File: config.mk
export PLATFORM = sky130hd
export DESIGN_NAME = awgn_sweep_ctrl
export DESIGN_NICKNAME = d
export VERILOG_FILES = /design/src/rtl/awgn_sweep_ctrl.sv
export SDC_FILE = /design/constraint.sdc
export NUM_CORES = 1
export LEC_CHECK = 0
export BUFFER_PORTS_ARGS = -buffer_cell sky130_fd_sc_hd__buf_4
export CAP_MARGIN = 20
export CORE_ASPECT_RATIO = 0.9
export CORE_UTILIZATION = 34
export CTS_CLUSTER_DIAMETER = 60
export DETAILED_ROUTE_END_ITERATION = 8
export GPL_ROUTABILITY_DRIVEN = 1
export SLEW_MARGIN = 20
export SYNTH_ARGS = -nofsm -noshare
export SYNTH_HDL_FRONTEND = slang
export SYNTH_SLANG_ARGS = --single-unit
File: constraint.sdc
create_clock -name clk -period 2.8 [get_ports clk]
set_clock_uncertainty 0.2 [all_clocks]
set_input_delay 0.28 -clock clk [delete_from_list [all_inputs] [get_ports clk]]
set_output_delay 0.28 -clock clk [all_outputs]
set_load 0.05 [all_outputs]
File: src/rtl/awgn_sweep_ctrl.sv
// awgn_sweep_ctrl: steps an AWGN channel model through a range of SNR points.
// For each point it loads the noise sigma, streams frame_len source samples
// into the channel, then flushes the channel for DRAIN_CYC cycles.
// Optional build macro: AWGN_SWEEP_ERRCNT_EN adds the ref_bit input and the
// err_cnt output, which count sign errors on the channel output.
module awgn_sweep_ctrl #(
    parameter int DW        = 24,
    parameter int DRAIN_CYC = 4
) (
    input  logic          clk,
    input  logic          reset,
    input  logic          start,
    input  logic          abort,
    input  logic [3:0]    snr_lo,
    input  logic [3:0]    snr_hi,
    input  logic [15:0]   frame_len,
    input  logic          src_valid,
    input  logic [DW-1:0] src_data,
    output logic          src_ready,
    output logic          ch_read,
    output logic [DW-1:0] ch_data,
    output logic [7:0]    ch_sigma,
    output logic          ch_reset,
    input  logic [DW-1:0] ch_y,
    input  logic          ch_y_valid,
    output logic [3:0]    snr_cur,
    output logic          busy,
    output logic          point_done,
    output logic          sweep_done
`ifdef AWGN_SWEEP_ERRCNT_EN
    ,
    input  logic          ref_bit,
    output logic [15:0]   err_cnt
`endif
);

    typedef enum logic [2:0] {
        S_IDLE, S_CFG, S_RUN, S_DRAIN, S_NEXT, S_DONE
    } state_t;

    localparam int DCW = (DRAIN_CYC > 1) ? $clog2(DRAIN_CYC) : 1;
    localparam logic [DCW-1:0] DRAIN_LAST = DCW'(DRAIN_CYC - 1);

    state_t          r_state;
    state_t          w_state_nxt;
    logic [3:0]      r_snr_cur;
    logic [3:0]      r_snr_end;
    logic [15:0]     r_flen;
    logic [15:0]     r_cnt;
    logic [DCW-1:0]  r_drain;
    logic [DW-1:0]   r_ch_data;
    logic            r_ch_read;
    logic [7:0]      r_ch_sigma;
    logic            r_rst_seen;

    logic            w_src_ready;
    logic            w_accept;
    logic            w_point_done;
    logic            w_sweep_done;
    logic            w_busy;
    logic            w_ch_reset;
    logic            w_unused;

    // SNR points above 9 dB are not in the sigma table; pin them to 9.
    function automatic logic [3:0] f_clamp(input logic [3:0] v);
        return (v > 4'd9) ? 4'd9 : v;
    endfunction

    // Noise sigma per SNR point (0..9 dB).
    function automatic logic [7:0] f_sigma(input logic [3:0] snr);
        logic [7:0] s;
        case (snr)
            4'd0:    s = 8'd180;
            4'd1:    s = 8'd161;
            4'd2:    s = 8'd143;
            4'd3:    s = 8'd128;
            4'd4:    s = 8'd114;
            4'd5:    s = 8'd102;
            4'd6:    s = 8'd90;
            4'd7:    s = 8'd81;
            4'd8:    s = 8'd72;
            default: s = 8'd64;
        endcase
        return s;
    endfunction

    // State register.
    always_ff @(posedge clk) begin
        if (!reset) r_state <= S_IDLE;
        else        r_state <= w_state_nxt;
    end

    // Next-state logic; abort overrides everything, including start.
    always_comb begin
        w_state_nxt = r_state;
        if (abort) begin
            w_state_nxt = S_IDLE;
        end else begin
            case (r_state)
                S_IDLE:  if (start) w_state_nxt = S_CFG;
                S_CFG:   w_state_nxt = S_RUN;
                // r_cnt reaches r_flen on the cycle after the last accept, so the
                // final ch_read pulse still lands inside RUN.
                S_RUN:   if (r_cnt >= r_flen) w_state_nxt = S_DRAIN;
                S_DRAIN: if (r_drain == DRAIN_LAST) w_state_nxt = S_NEXT;
                S_NEXT:  w_state_nxt = (r_snr_cur >= r_snr_end) ? S_DONE : S_CFG;
                S_DONE:  w_state_nxt = S_IDLE;
                default: w_state_nxt = S_IDLE;
            endcase
        end
    end

    // State-decoded outputs; abort masks the handshake and the done pulses.
    always_comb begin
        w_src_ready  = 1'b0;
        w_point_done = 1'b0;
        w_sweep_done = 1'b0;
        w_busy       = (r_state != S_IDLE);
        w_ch_reset   = r_rst_seen;
        case (r_state)
            S_CFG:   w_ch_reset   = 1'b1;
            S_RUN:   w_src_ready  = (r_cnt < r_flen) && !abort;
            S_NEXT:  w_point_done = !abort;
            S_DONE:  w_sweep_done = !abort;
            default: ;
        endcase
    end

    assign w_accept = src_valid & w_src_ready;

    // Sweep bookkeeping and the registered channel drive.
    always_ff @(posedge clk) begin
        if (!reset) begin
            r_snr_cur  <= 4'd0;
            r_snr_end  <= 4'd0;
            r_flen     <= 16'd0;
            r_cnt      <= 16'd0;
            r_ch_data  <= '0;
            r_ch_read  <= 1'b0;
            r_ch_sigma <= 8'd180;
            r_rst_seen <= 1'b1;
        end else begin
            r_rst_seen <= 1'b0;
            r_ch_read  <= w_accept;
            if (w_accept) begin
                r_ch_data <= src_data;
                r_cnt     <= r_cnt + 16'd1;
            end
            case (r_state)
                S_IDLE: if (start && !abort) begin
                    r_snr_cur <= f_clamp(snr_lo);
                    r_snr_end <= f_clamp(snr_hi);
                    r_flen    <= frame_len;
                end
                S_CFG: begin
                    r_ch_sigma <= f_sigma(r_snr_cur);
                    r_cnt      <= 16'd0;
                end
                S_NEXT: if (!abort && (r_snr_cur < r_snr_end)) begin
                    r_snr_cur <= r_snr_cur + 4'd1;
                    r_cnt     <= 16'd0;
                end
                default: ;
            endcase
        end
    end

    // Flush-cycle counter, only live while draining.
    always_ff @(posedge clk) begin
        if (!reset || (r_state != S_DRAIN)) r_drain <= '0;
        else                                r_drain <= r_drain + DCW'(1);
    end

`ifdef AWGN_SWEEP_ERRCNT_EN
    logic [15:0] r_err_cnt;

    // Sign-error counter: counts while the channel is fed or flushing,
    // restarts at each point, saturates instead of wrapping.
    always_ff @(posedge clk) begin
        if (!reset || (r_state == S_CFG)) begin
            r_err_cnt <= 16'd0;
        end else if ((r_state == S_RUN || r_state == S_DRAIN) && ch_y_valid &&
                     (ch_y[DW-1] != ref_bit) && (r_err_cnt != 16'hFFFF)) begin
            r_err_cnt <= r_err_cnt + 16'd1;
        end
    end

    assign err_cnt = r_err_cnt;
`endif

    // Channel output bits not consumed by this block.
    assign w_unused = ^{ch_y, ch_y_valid};

    assign src_ready  = w_src_ready;
    assign ch_read    = r_ch_read;
    assign ch_data    = r_ch_data;
    assign ch_sigma   = r_ch_sigma;
    assign ch_reset   = w_ch_reset;
    assign snr_cur    = r_snr_cur;
    assign busy       = w_busy;
    assign point_done = w_point_done;
    assign sweep_done = w_sweep_done;

endmodule

[After elaboration in Yosys (flattened, before gate mapping)]
Memory sizes are Yosys's and may differ from the RTL's. A register that Yosys moved wholly into a read port is not among the register bits.
Index checks and enable logic that the tools add are counted.
Storage, ports and cells
  latch bits: 0
  memories kept: 1
  memory bits (writable): 0
  bits in registers: 71
  bits of input ports: 78
  bits in read-only memories: 128
  word-level logic and storage cells: 65
  output and inout bits: 42
Operators by class
  reduce and logical (&&, ||, !) cells: 14
  mux-type cells: 18
  $lt $le $gt $ge: 6
  equal/unequal tests: 12
  $add $sub $neg: 3
  shift-type cells: 0
  div/mod/pow operators: 0
  bitwise operators: 2
  multiply operators: 0
Memories
  (no name shown): words 16, width 8, read ports 1, clocked after memory_dff 1, write ports 0, line 72  | case (snr)
Operator list (number)
  $mux W16: 2
  $pmux W16 S2: 1
  $add A16 B1 Y16 const B: 1
  $ge A16 B16 Y1: 1
  $lt A16 B16 Y1: 1
  $mux W4: 4
  $pmux W3 S5: 1
  $mux W3: 4
  $ne A2 B2 Y1 const B: 5
  $gt A4 B4 Y1 const B: 2
  $pmux W4 S2: 1
  $eq A3 B2 Y1 const B: 2
  $eq A3 B3 Y1 const B: 2
  $reduce_and A3 Y1: 2
  $mux W1: 5
  $add A4 B1 Y4 const B: 1
  $ge A4 B4 Y1: 1
  $lt A4 B4 Y1: 1
  $eq A3 B1 Y1 const B: 1
  $logic_and A1 B1 Y1: 3
  $logic_not A1 Y1: 3
  $logic_not A3 Y1: 1
  $ne A3 B2 Y1 const B: 1
  $reduce_bool A3 Y1: 1
  8 further kinds: 8

[Depth between registers and ports, before layout]
Gate-level depths: netlist (run 1).
  depth in word-level cells: 7
  mapped depth: 10
  depth with buffers taken out: 8

[Worst setup path before layout (run 1)]
OpenSTA, ideal clock, no wires.
  path type: register to output
  start: register r_flen[3]
  end: output src_ready
  data required time: 2.320 ns
  setup slack: -0.343 ns
  arrival time: 2.663 ns
  path buffers: 0
  stages on the path, launching flop included: 7
  path through: dfxtp_1 -> inv_1 -> ha_1 -> a21o_1 -> o21ai_1 -> nand2_1 -> nor4_1
On the way
  word-level cells in the longest chain between the ends: 3
RTL lines
  start, declared: line 48  | logic [15:0] r_flen;
  start signal, assigned: line 153  | r_flen <= frame_len;
  $lt A16 B16 Y1: line 122  | S_RUN: w_src_ready = (r_cnt < r_flen) && !abort;
  $logic_and A1 B1 Y1: line 122
  $mux W1: line 120  | case (r_state)
  end, declared: line 19  | output logic src_ready,
No other way between the ends.

[Worst setup path in the final report (run 1)]
  start: register r_flen[11]
  end: register r_cnt[6]
On the way
  word-level cells in the longest chain between the ends: 7
RTL lines
  $lt A16 B16 Y1 (*): line 122
  $logic_and A1 B1 Y1 (*): line 122
  $mux W1 (*): line 120
  $and A1 B1 Y1 (*): line 129  | assign w_accept = src_valid & w_src_ready;
  $mux W16 (*): line 145  | if (w_accept) begin
  $mux W16: line 159  | S_NEXT: if (!abort && (r_snr_cur < r_snr_end)) begin
  $pmux W16 S2 (*): line 149  | case (r_state)
  end signal, assigned: line 147  | r_cnt <= r_cnt + 16'd1;
  end, declared: line 49  | logic [15:0] r_cnt;
Every way passes the cells marked *; elsewhere a longest branch is shown, timed or not.
A chain may end at the register's enable or synchronous reset.

==> summary.txt, run 1 <==
Power and ir drop
  • Sequential fraction of design power: 0.411
  • Peak VDD IR: 0.2557 mV
  • Gate power share: 0.124
  • Static leakage: 2.412 nW
  • PnR Total Power: 2.853 mW
  • Clock share of power: 0.465
  • Internal power: 2.154 mW
  • PwrDens: 522.7 nW/um2
  • Switching pwr: 0.6991 mW
  • Sw Ratio: 0.2450

Yosys
  • Avg Synthesized Cell Area: 8.513 um2
  • #FFs+latches synth: between 70 and 80
  • Mapped cell area: 3814 um2
  • Synth top area share: 0.4147
  • Top FF cell, synth: dfxtp_1
  • Yosys top cell by area: dfxtp_1
  • EDFF count, synth: 0
  • Top cells by count, synth: dfxtp_1 (79), nand2_1 (53), a21oi_1 (52), nor2_1 (46), inv_1 (33)
  • Count leader, synth: dfxtp_1
  • Post-synthesis cell type count: 46
  • YS warnings: 0
  • Top post-synthesis cells by area: dfxtp_1 (41%), ha_1 (8.5%), mux2i_1 (7.1%), a21oi_1 (6.8%), nand2_1 (5.2%)
  • Syn nets: between 500 and 600
  • Synth async-reset ratio: 0
  • Sequential element share of the synthesized area: 0.4147
  • Mapped Cells: 448

Outcome
  • Status: complete, no violations

GRT
  • All-Layer GR Usage: 0.1722
  • Initial antenna violation count: 0
  • First-pass GRT wire length: 15.93 mm
  • Vias in the first global route: 3506
  • Pin count of the biggest net entering global routing: 54
  • Grt ovf: 0

Clock network
  • Worst-path clk slew: around 60 ps
  • CTS root buf: clkbuf_16
  • Clock tree from TritonCTS: yes
  • Clock buffer depth: 2
  • Clk_lat worst skew: 340 ps
  • H-tree levels: 3
  • CTS buffer count: 9
  • Clock Sinks: 79

Drt
  • Via-per-instance ratio: 4.837
  • Metal-1 WL: 4.490 mm
  • Max Used Layer: met4
  • DRT antenna net count: 0
  • Wire per inst: 13.04 um
  • Iter 0 DRT Violations: 131
  • DRT Pass-1 Iters: 4
  • Metal2 WL: 4.525 mm
  • DR vias: 3555
  • DR DRC count: 0
  • DR WL met3: 452 um
  • Final Routed Wirelength: 9.581 mm

Worst setup path
  • R2r endpoint: r_cnt[6]
  • Worst Setup End Kind: flip-flop
  • Worst EP required: 2870 ps
  • WP data arrival: 2690 ps
  • Worst Path Max Fanout: 10
  • CP startpoint: r_flen[11]
  • Crit Path Class: flip-flop to flip-flop
  • Crit start category: flip-flop
  • FF-to-FF Start: r_flen[11]
  • R2r setup slk: ~180 ps
  • FF-to-FF path depth: 9

Placed design
  • Pre-CTS WS: 28.00 ps
  • Port bufs: 94
  • GP Congestion: 0.7712
  • Placed instance count: 681
  • Dpl hpwl: 6.521 mm
  • DP Area: approximately 4700 um2

STA
  • Relative slew margins: 0.6191
  • Setup slack after layout: 180.8 ps
  • RSZ-0062 raised after global routing: no
  • Final period utilization: 0.9354
  • Fmax: between 300 and 400 MHz
  • Total Neg Setup Slack: 0 ps
  • Final Hold Viols: 0
  • Finish-stage setup viols: 0
  • Worst Tran Pin Value: 571.3 ps
  • Final max-slew violation count: 0
  • Crit path time final: 2619 ps

Run
  • Max capacitance violation total: 0

Die
  • DIE WIDTH: between 100 and 150 um
  • Cell row count: 36
  • Core Area: 10860 um2
  • IO Pins: 120
  • Die area: 11640 um2
  • Die Y: between 100 and 150 um
  • Starting Density: 0.3513

Final layout
  • Ratio of cells with drive above 1 in the final layout: 0.2298
  • Fin area: 5459 um2
  • Area of the multi-input gates: 2024 um2
  • Area growth syn-to-layout: 43.14%
  • Sequential cell area: 1582 um2
  • Filler instances: 1054
  • Layout Nets: 682
  • Finished Layout Cells: 735
  • # diodes: 0

Worst hold path
  • Worst Hold Path EP: r_flen[7]
  • Hold depth: 3
  • Hold Crit Class: input pin to flip-flop
  • Min-Delay Startpoint: frame_len[7]
worst max-delay path, stage by stage (launching register included):
cell and delay (ps):
dfxtp_1 330, inv_1 50, ha_1 320, a21oi_1 140, o21ai_1 130, a2111oi_4 440, buf_4 180, nand3_2 200
or3_1 410, a21oi_1 140
through the flow:
step             util  hold slack (ps)
4_1_cts        0.4990           0.9315
5_1_grt        0.5029            19.40
6_report       0.5029            3.296
3_5_place_dp   0.4345            213.2
2_1_floorplan       -            171.3
3_3_place_gp   0.4345            208.9
worst max-delay path by stage:
| stage | end | slack, ps |
|---|---|---|
| after global routing | r_cnt[15] | 20 |
| after detailed placement | r_cnt[10] | 30 |
| after global placement | ch_data[22] | 130 |
| final | r_cnt[6] | 180 |
| after floorplan | src_ready | 220 |
| after CTS | r_cnt[10] | 9 |
cells by family after synthesis:
group / after synthesis / synth area share
AO/OA/AOI/OAI: 99 / 0.1631
XOR/XNOR: 1 / 0.002297
buffers and inverters: 59 / 0.06431
AND/OR/NAND/NOR: 157 / 0.1995
multiplexers: 27 / 0.07087
flip-flops: 79 / 0.4147
adder cells (fa/ha/maj): 26 / 0.08530
cell type report:
| class | count | share of cell area |
|---|---|---|
| clock buffers | 11 | 0.04630 |
| clock inverters | 5 | 0.01581 |
| inverters | 33 | 0.02269 |
| multi-input cells | 311 | 0.3708 |
| flip-flops and latches | 79 | 0.2897 |
| well taps | 152 | 0.03484 |
| repair buffers | 144 | 0.2198 |
per-layer routing:
| layer | GRT usage | up-vias |
|---|---|---|
| met3 | 0.04982 | 10 |
| met5 | 0 | - |
| met2 | 0.2974 | 78 |
| met1 | 0.2070 | 1645 |
| met4 | 0.05567 | 0 |
| li1 | - | 1822 |
sequential cells by signal, indices dropped and copies added (netlist names):
name,flops
ch_data,24
r_cnt,16
r_flen,16
ch_sigma,8
r_snr_end,4
snr_cur,4
r_state,3
r_drain,2
ch_read,1
r_rst_seen,1
repair_timing:
item,4_1_cts,5_1_grt
hold endpoints to repair,36,0
hold buffers,36,0
buffers inserted,0,1
gates resized for setup,0,5
setup endpoints to repair,0,39
power groups by stage:
stage	registers (mW)	clock network (mW)	logic (mW)
5_1_grt	1.17	1.41	0.390
3_3_place_gp	1.20	0	0.301
2_1_floorplan	1.23	0	0.153
3_5_place_dp	1.20	0	0.305
4_1_cts	1.17	1.36	0.347
6_report	1.17	1.33	0.354
cells in the final DEF (no fill, tap or decap), drive strengths merged, types with 2 or more instances in the layout:
cell / synthesis / final
o31ai: 12 / 12
and3b: 2 / 2
o21a: 4 / 4
nor3: 7 / 7
and2: 2 / 2
or3: 7 / 7
ha: 26 / 26
o21ai: 10 / 10
nand2b: 4 / 4
bufinv: 0 / 2
or4: 9 / 9
a2111oi: 3 / 3
dfxtp: 79 / 79
dlygate4sd3: 0 / 36
nor4: 2 / 2
buf: 10 / 108
and3: 3 / 3
nand4: 5 / 5
mux2i: 27 / 27
clkbuf: 16 / 11
a21o: 2 / 2
a21oi: 52 / 52
a31oi: 5 / 5
nand2: 53 / 53
nand3: 10 / 11
nor2: 47 / 47
nand3b: 3 / 3
o32ai: 2 / 2
inv: 33 / 35
a311oi: 2 / 2
Power figures use the tool's default switching activity.
==> run 2: changes to the inputs <==
--- a/config.mk
+++ b/config.mk
@@ -12,7 +12,9 @@
 export CTS_CLUSTER_DIAMETER = 60
 export DETAILED_ROUTE_END_ITERATION = 8
 export GPL_ROUTABILITY_DRIVEN = 1
-export SLEW_MARGIN = 20
+export MAX_ROUTING_LAYER = met4
+export RECOVER_POWER = 50
+export SLEW_MARGIN = 0
 export SYNTH_ARGS = -nofsm -noshare
 export SYNTH_HDL_FRONTEND = slang
 export SYNTH_SLANG_ARGS = --single-unit
==> run 2 against run 1 <==
Non-clock buffer count did not move. Clock power is essentially flat. Largest cell class unchanged. Critical endpoint unchanged. Cell count unchanged. Power is 0.58% lower. Critical path depth did not move. Sequential power about the same. Worst setup slack worse by 5.2 ps. Register-to-register slack about the same. Largest power group unchanged. Global-route usage rose by 0.52 points. First-iteration DRC count increased by 18%.
==> summary.txt, run 2 (synthesized netlist as in run 1, its figures left out) <==
Outcome
  • Status: complete, no violations

Drt
  • Final Routed Wirelength: 9.501 mm
  • Via-per-instance ratio: 4.822
  • DRT antenna net count: 0
  • DR vias: 3544
  • Wire per inst: 12.93 um
  • Iter 0 DRT Violations: 154
  • DR DRC count: 0
  • DRT Pass-1 Iters: 4

Worst hold path
  • Worst Hold Path EP: r_flen[7]
  • Min-Delay Startpoint: frame_len[7]
  • Hold Crit Class: input pin to flip-flop
  • Hold depth: 3

Final layout
  • # diodes: 0
  • Highest-count cells in the layout ignoring fill and taps: dfxtp_1 (79), buf_4 (61), nand2_1 (52), a21oi_1 (52), nor2_1 (46)
  • Ratio of cells with drive above 1 in the final layout: 0.1561
  • Most common cell after layout, fill and taps aside: dfxtp_1
  • Finished Layout Cells: 735
  • Fin util: 0.4878
  • Max reg flops: 24
  • Layout Nets: 682
  • Area growth syn-to-layout: 38.85%

Die
  • Die area: 11640 um2
  • IO Pins: 120
  • Cell row count: 36
  • Starting Density: 0.3513
  • Die Y: roughly 100 um
  • DIE WIDTH: 113.6 um
  • Core Area: ~11000 um2

Worst setup path
  • Worst Path Max Fanout: 10
  • R2r endpoint: r_cnt[6]
  • FF-to-FF path depth: 9
  • Max stage delay on crit path: ~450 ps
  • Worst Setup End Kind: flip-flop
  • Top cell by count, worst path: a21oi_1
  • Crit start category: flip-flop
  • Worst EP required: 2870 ps
  • CP Cell Sequence: inv_1 > ha_1 > a21oi_1 > o21ai_1 > a2111oi_4 > buf_4 > nand3_2 > or3_1 > a21oi_1
  • R2r setup slk: 180 ps
  • Crit Path Class: flip-flop to flip-flop
  • WP data arrival: 2700 ps
  • CP max stage cell: a2111oi_4
  • FF-to-FF Start: r_flen[11]

Clock network
  • CTS root buf: clkbuf_16
  • Clock Sinks: a little under 80
  • Clk_lat worst skew: 340 ps
  • Worst-path clk slew: 60 ps
  • Clock buffer depth: 2
  • Clock tree from TritonCTS: yes
  • CTS buffer count: 9
  • H-tree levels: 3

GRT
  • Initial antenna violation count: 0
  • Grt ovf: 0
  • Vias in the first global route: approximately 3500
  • First-pass GRT wire length: 15.93 mm
  • Pin count of the biggest net entering global routing: 54
  • All-Layer GR Usage: 0.1774

STA
  • Final period utilization: 0.9373
  • Crit path time final: 2624 ps
  • Worst Tran Pin Value: 1117 ps
  • RSZ-0062 raised after global routing: no
  • Final Hold Viols: 0
  • Final max-slew violation count: 0
  • Setup slack after layout: 175.6 ps
  • Relative slew margins: 0.2551
  • Finish-stage setup viols: 0
  • Fmax: 381.0 MHz
  • Total Neg Setup Slack: 0 ps

Placed design
  • Dpl hpwl: 6.521 mm
  • Port bufs: 94
  • Pre-CTS WS: 28.00 ps
  • Placed instance count: 681
  • GP Congestion: just under 0.8

Power and ir drop
  • Static leakage: 2.235 nW
  • Peak VDD IR: 0.2548 mV
  • PnR Total Power: 2.837 mW
  • PwrDens: 535.7 nW/um2

Run
  • Max capacitance violation total: 0
run 2: cell count changes in the layout (fill, tap and decap cells not counted), sizes merged:
cell,before,now
clkbuf,11,55
buf,108,64
run 2: cell type report:
class / count / area, um2
clock buffer: 11 / 252.7
clock inverter: 5 / 86.33
fill: 1088 / 5560
inverter: 33 / 123.9
multi-input combinational: 311 / 2024
sequential: 79 / 1582
tap: 152 / 190.2
timing repair buffer: 144 / 1036
run 2: where the power goes:
group	internal, mW	switching, mW
Combinational	0.152	0.189
Clock	0.839	0.485
Sequential	1.15	0.0209
Total	2.14	0.695
run 2: metrics by stage:
step,instance area [um2],hold WS [ps]
4_1_cts,5416,0.9315
5_1_grt,5295,21.02
3_5_place_dp,4717,213.2
3_3_place_gp,4717,208.9
6_report,5295,3.187
2_1_floorplan,3820,171.3
run 2: worst max-delay path by stage:
stage                           from           to  slack, ps  depth (start not counted)
final                     r_flen[11]     r_cnt[6]        180                          9
after global routing      r_state[2]     ch_reset         10                          6
after CTS                 r_flen[15]    r_cnt[10]          9                          8
after detailed placement  r_flen[15]    r_cnt[10]         30                          8
after global placement    r_flen[15]  ch_data[22]        130                         10
after floorplan            r_flen[3]    src_ready        220                          6
run 2: per-layer routing:
layer | global-route usage | up-vias | part of all wire
li1 | - | 1825 | -
met1 | 0.2095 | 1631 | 0.47
met2 | 0.2969 | 81 | 0.48
met3 | 0.04508 | 7 | 0.044
met4 | 0.05567 | 0 | 0.0064
met5 | - | - | 0
run 2: worst max-delay path, delay by kind of cell, from the launching register on:
family | cells | cell delay (ps)
AOI/OAI and AO/OA | 4 | 870
and+or+nand+nor | 2 | 620
DFF | 1 | 330
adders and majority gates | 1 | 310
buffers and inverters | 2 | 230
run 2: what timing repair did:
item	in CTS	in global routing
hold buffers	36	0
endpoints found under the setup margin	0	39
endpoints found under the hold margin	36	0
gates resized for setup	0	5
setup buffers	0	1
==> run 3: changes to the inputs <==
--- a/config.mk
+++ b/config.mk
@@ -7,7 +7,7 @@
 export LEC_CHECK = 0
 export BUFFER_PORTS_ARGS = -buffer_cell sky130_fd_sc_hd__buf_4
 export CAP_MARGIN = 20
-export CORE_ASPECT_RATIO = 0.9
+export CORE_ASPECT_RATIO = 1.4
 export CORE_UTILIZATION = 34
 export CTS_CLUSTER_DIAMETER = 60
 export DETAILED_ROUTE_END_ITERATION = 8
==> run 3 against run 2 <==
Hold slack better by 4.3 ps. Clock-buffer cell count is 1 lower. First-iteration DRC count down 1.3%. Utilization is 0.57 points lower. Register-to-register slack got worse by 30 ps. Flip-flop and latch count unchanged. Maximum frequency shrank 1.5%. Via count did not move. Cell count fell by 2.3%. Critical path type is now flip-flop to output pin. Largest cell class unchanged.
==> summary.txt, run 3 (synthesized netlist as in run 1, its figures left out) <==
Worst setup path
  • WP data arrival: around 2200 ps
  • Top cell by count, worst path: nand2_1
  • Crit Path Class: flip-flop to output pin
  • CP Cell Sequence: inv_1 > ha_1 > a21oi_1 > o21ai_0 > nand2_1 > nand2_1 > nor4_2 > buf_4
  • Max stage delay on crit path: 350 ps
  • Worst Setup End Kind: output pin
  • Worst EP required: approximately 2300 ps
  • R2r setup slk: ~150 ps
  • Crit start category: flip-flop
  • CP max stage cell: nor4_2
  • Worst Path Max Fanout: 3

STA
  • Relative slew margins: 0.3067
  • Setup slack after layout: 136.5 ps
  • Crit path time final: 2664 ps
  • Finish-stage setup viols: 0
  • Fmax: about 380 MHz
  • Worst Tran Pin Value: ~1000 ps
  • Final max-slew violation count: 0
  • Final Hold Viols: 0
  • Final period utilization: 0.9513

Final layout
  • Highest-count cells in the layout ignoring fill and taps: dfxtp_1 (79), buf_4 (66), nand2_1 (53), a21oi_1 (52), nor2_1 (46)
  • Ratio of cells with drive above 1 in the final layout: 0.1594
  • Fin area: approximately 5200 um2
  • Max reg flops: 24
  • # diodes: 0
  • Area growth syn-to-layout: 37.37%
  • Most common cell after layout, fill and taps aside: dfxtp_1
  • Layout Nets: 678

Die
  • DIE WIDTH: 91.51 um
  • Die Y: around 130 um
  • IO Pins: 120
  • Die area: 11650 um2
  • Core Area: 10870 um2
  • Starting Density: 0.3509
  • Cell row count: 45

Drt
  • DR vias: 3544
  • DRT antenna net count: 0
  • Wire per inst: 13.53 um
  • Via-per-instance ratio: 4.936
  • Final Routed Wirelength: 9.712 mm
  • Iter 0 DRT Violations: between 150 and 200
  • DR DRC count: 0
  • DRT Pass-1 Iters: 4

Power and ir drop
  • Peak VDD IR: around 0.46 mV
  • Static leakage: 2.232 nW
  • PwrDens: approximately 540 nW/um2

Clock network
  • CTS buffer count: 9
  • Clock buffer depth: 2
  • Clock tree from TritonCTS: yes
  • Worst-path clk slew: 60 ps
  • H-tree levels: 3
  • Clock Sinks: 79
  • CTS root buf: clkbuf_16
  • Clk_lat worst skew: ~330 ps

Worst hold path
  • Hold Crit Class: input pin to flip-flop

GRT
  • First-pass GRT wire length: 16.35 mm
  • Grt ovf: 0
  • Pin count of the biggest net entering global routing: between 40 and 50
  • Initial antenna violation count: 0
  • Vias in the first global route: 3561
  • All-Layer GR Usage: 0.1803

Placed design
  • Pre-CTS WS: 23.10 ps
  • Port bufs: 94
  • GP Congestion: 0.8096
  • DP Area: 4703 um2
  • Dpl hpwl: 6.864 mm

Outcome
  • Status: complete, no violations

Run
  • Max capacitance violation total: 0
-- run 3: changes by cell type in the layout (fill, tap and decap cells not counted), sizes merged --
cell / delta
bufinv: +1
buf: +4
clkbuf: -5
dlygate4sd3: -4
inv: -2
-- run 3: area by class of cell --
class	instances	area, um2
Inverter	33	123.9
Fill cell	1078	5628
Sequential cell	79	1582
Timing Repair Buffer	140	1006
Clock buffer	10	239.0
Multi-Input combinational cell	311	2017
Clock inverter	4	95.09
Tap cell	141	176.4
-- run 3: final timing paths --
kind,cells past startpoint,end,startpoint
min reg2reg,1,r_drain[0],r_drain[0]
max reg2reg,8,r_cnt[14],r_flen[11]
max,8,src_ready,r_flen[7]
min,3,r_flen[0],frame_len[0]
-- run 3: power breakdown --
part           total [mW]  leakage (nW)  switching, mW  internal (mW)
clock network        1.32         0.164          0.434          0.883
logic               0.343          1.43          0.191          0.151
registers            1.17         0.640         0.0201           1.15
total                2.83          2.23          0.645           2.19
-- run 3: timing repair --
action,CTS,global route
setup buffers,0,1
hold buffers,32,0
setup endpoints to repair,0,38
hold endpoints to repair,32,0
resized for setup,0,3
-- run 3: layer usage --
metal  GRT usage  wire (um)
met1      0.1943       3947
met2      0.3260       5255
met3     0.02976        290
met4     0.07376        218
met5           -          0
-- run 3: through the flow --
stage	hold slack (ps)	power, mW	utilization	std cells	TNS [ps]
global route	16.19	2.957	0.4821	718	-14.18
global placement	207.9	1.499	0.4328	670	0
finish	7.482	2.830	0.4821	718	0
floorplan	171.3	1.378	-	448	0
CTS	0.4309	2.868	0.4930	716	0
detailed placement	224.6	1.505	0.4328	670	0
-- run 3: critical path, delay by kind of cell, from the launching register on --
family          cells  cell delay, ps
buf+inv             2             340
compound gates      2             230
simple gates        3             650
fa+ha+maj           1             300
flops               1             330
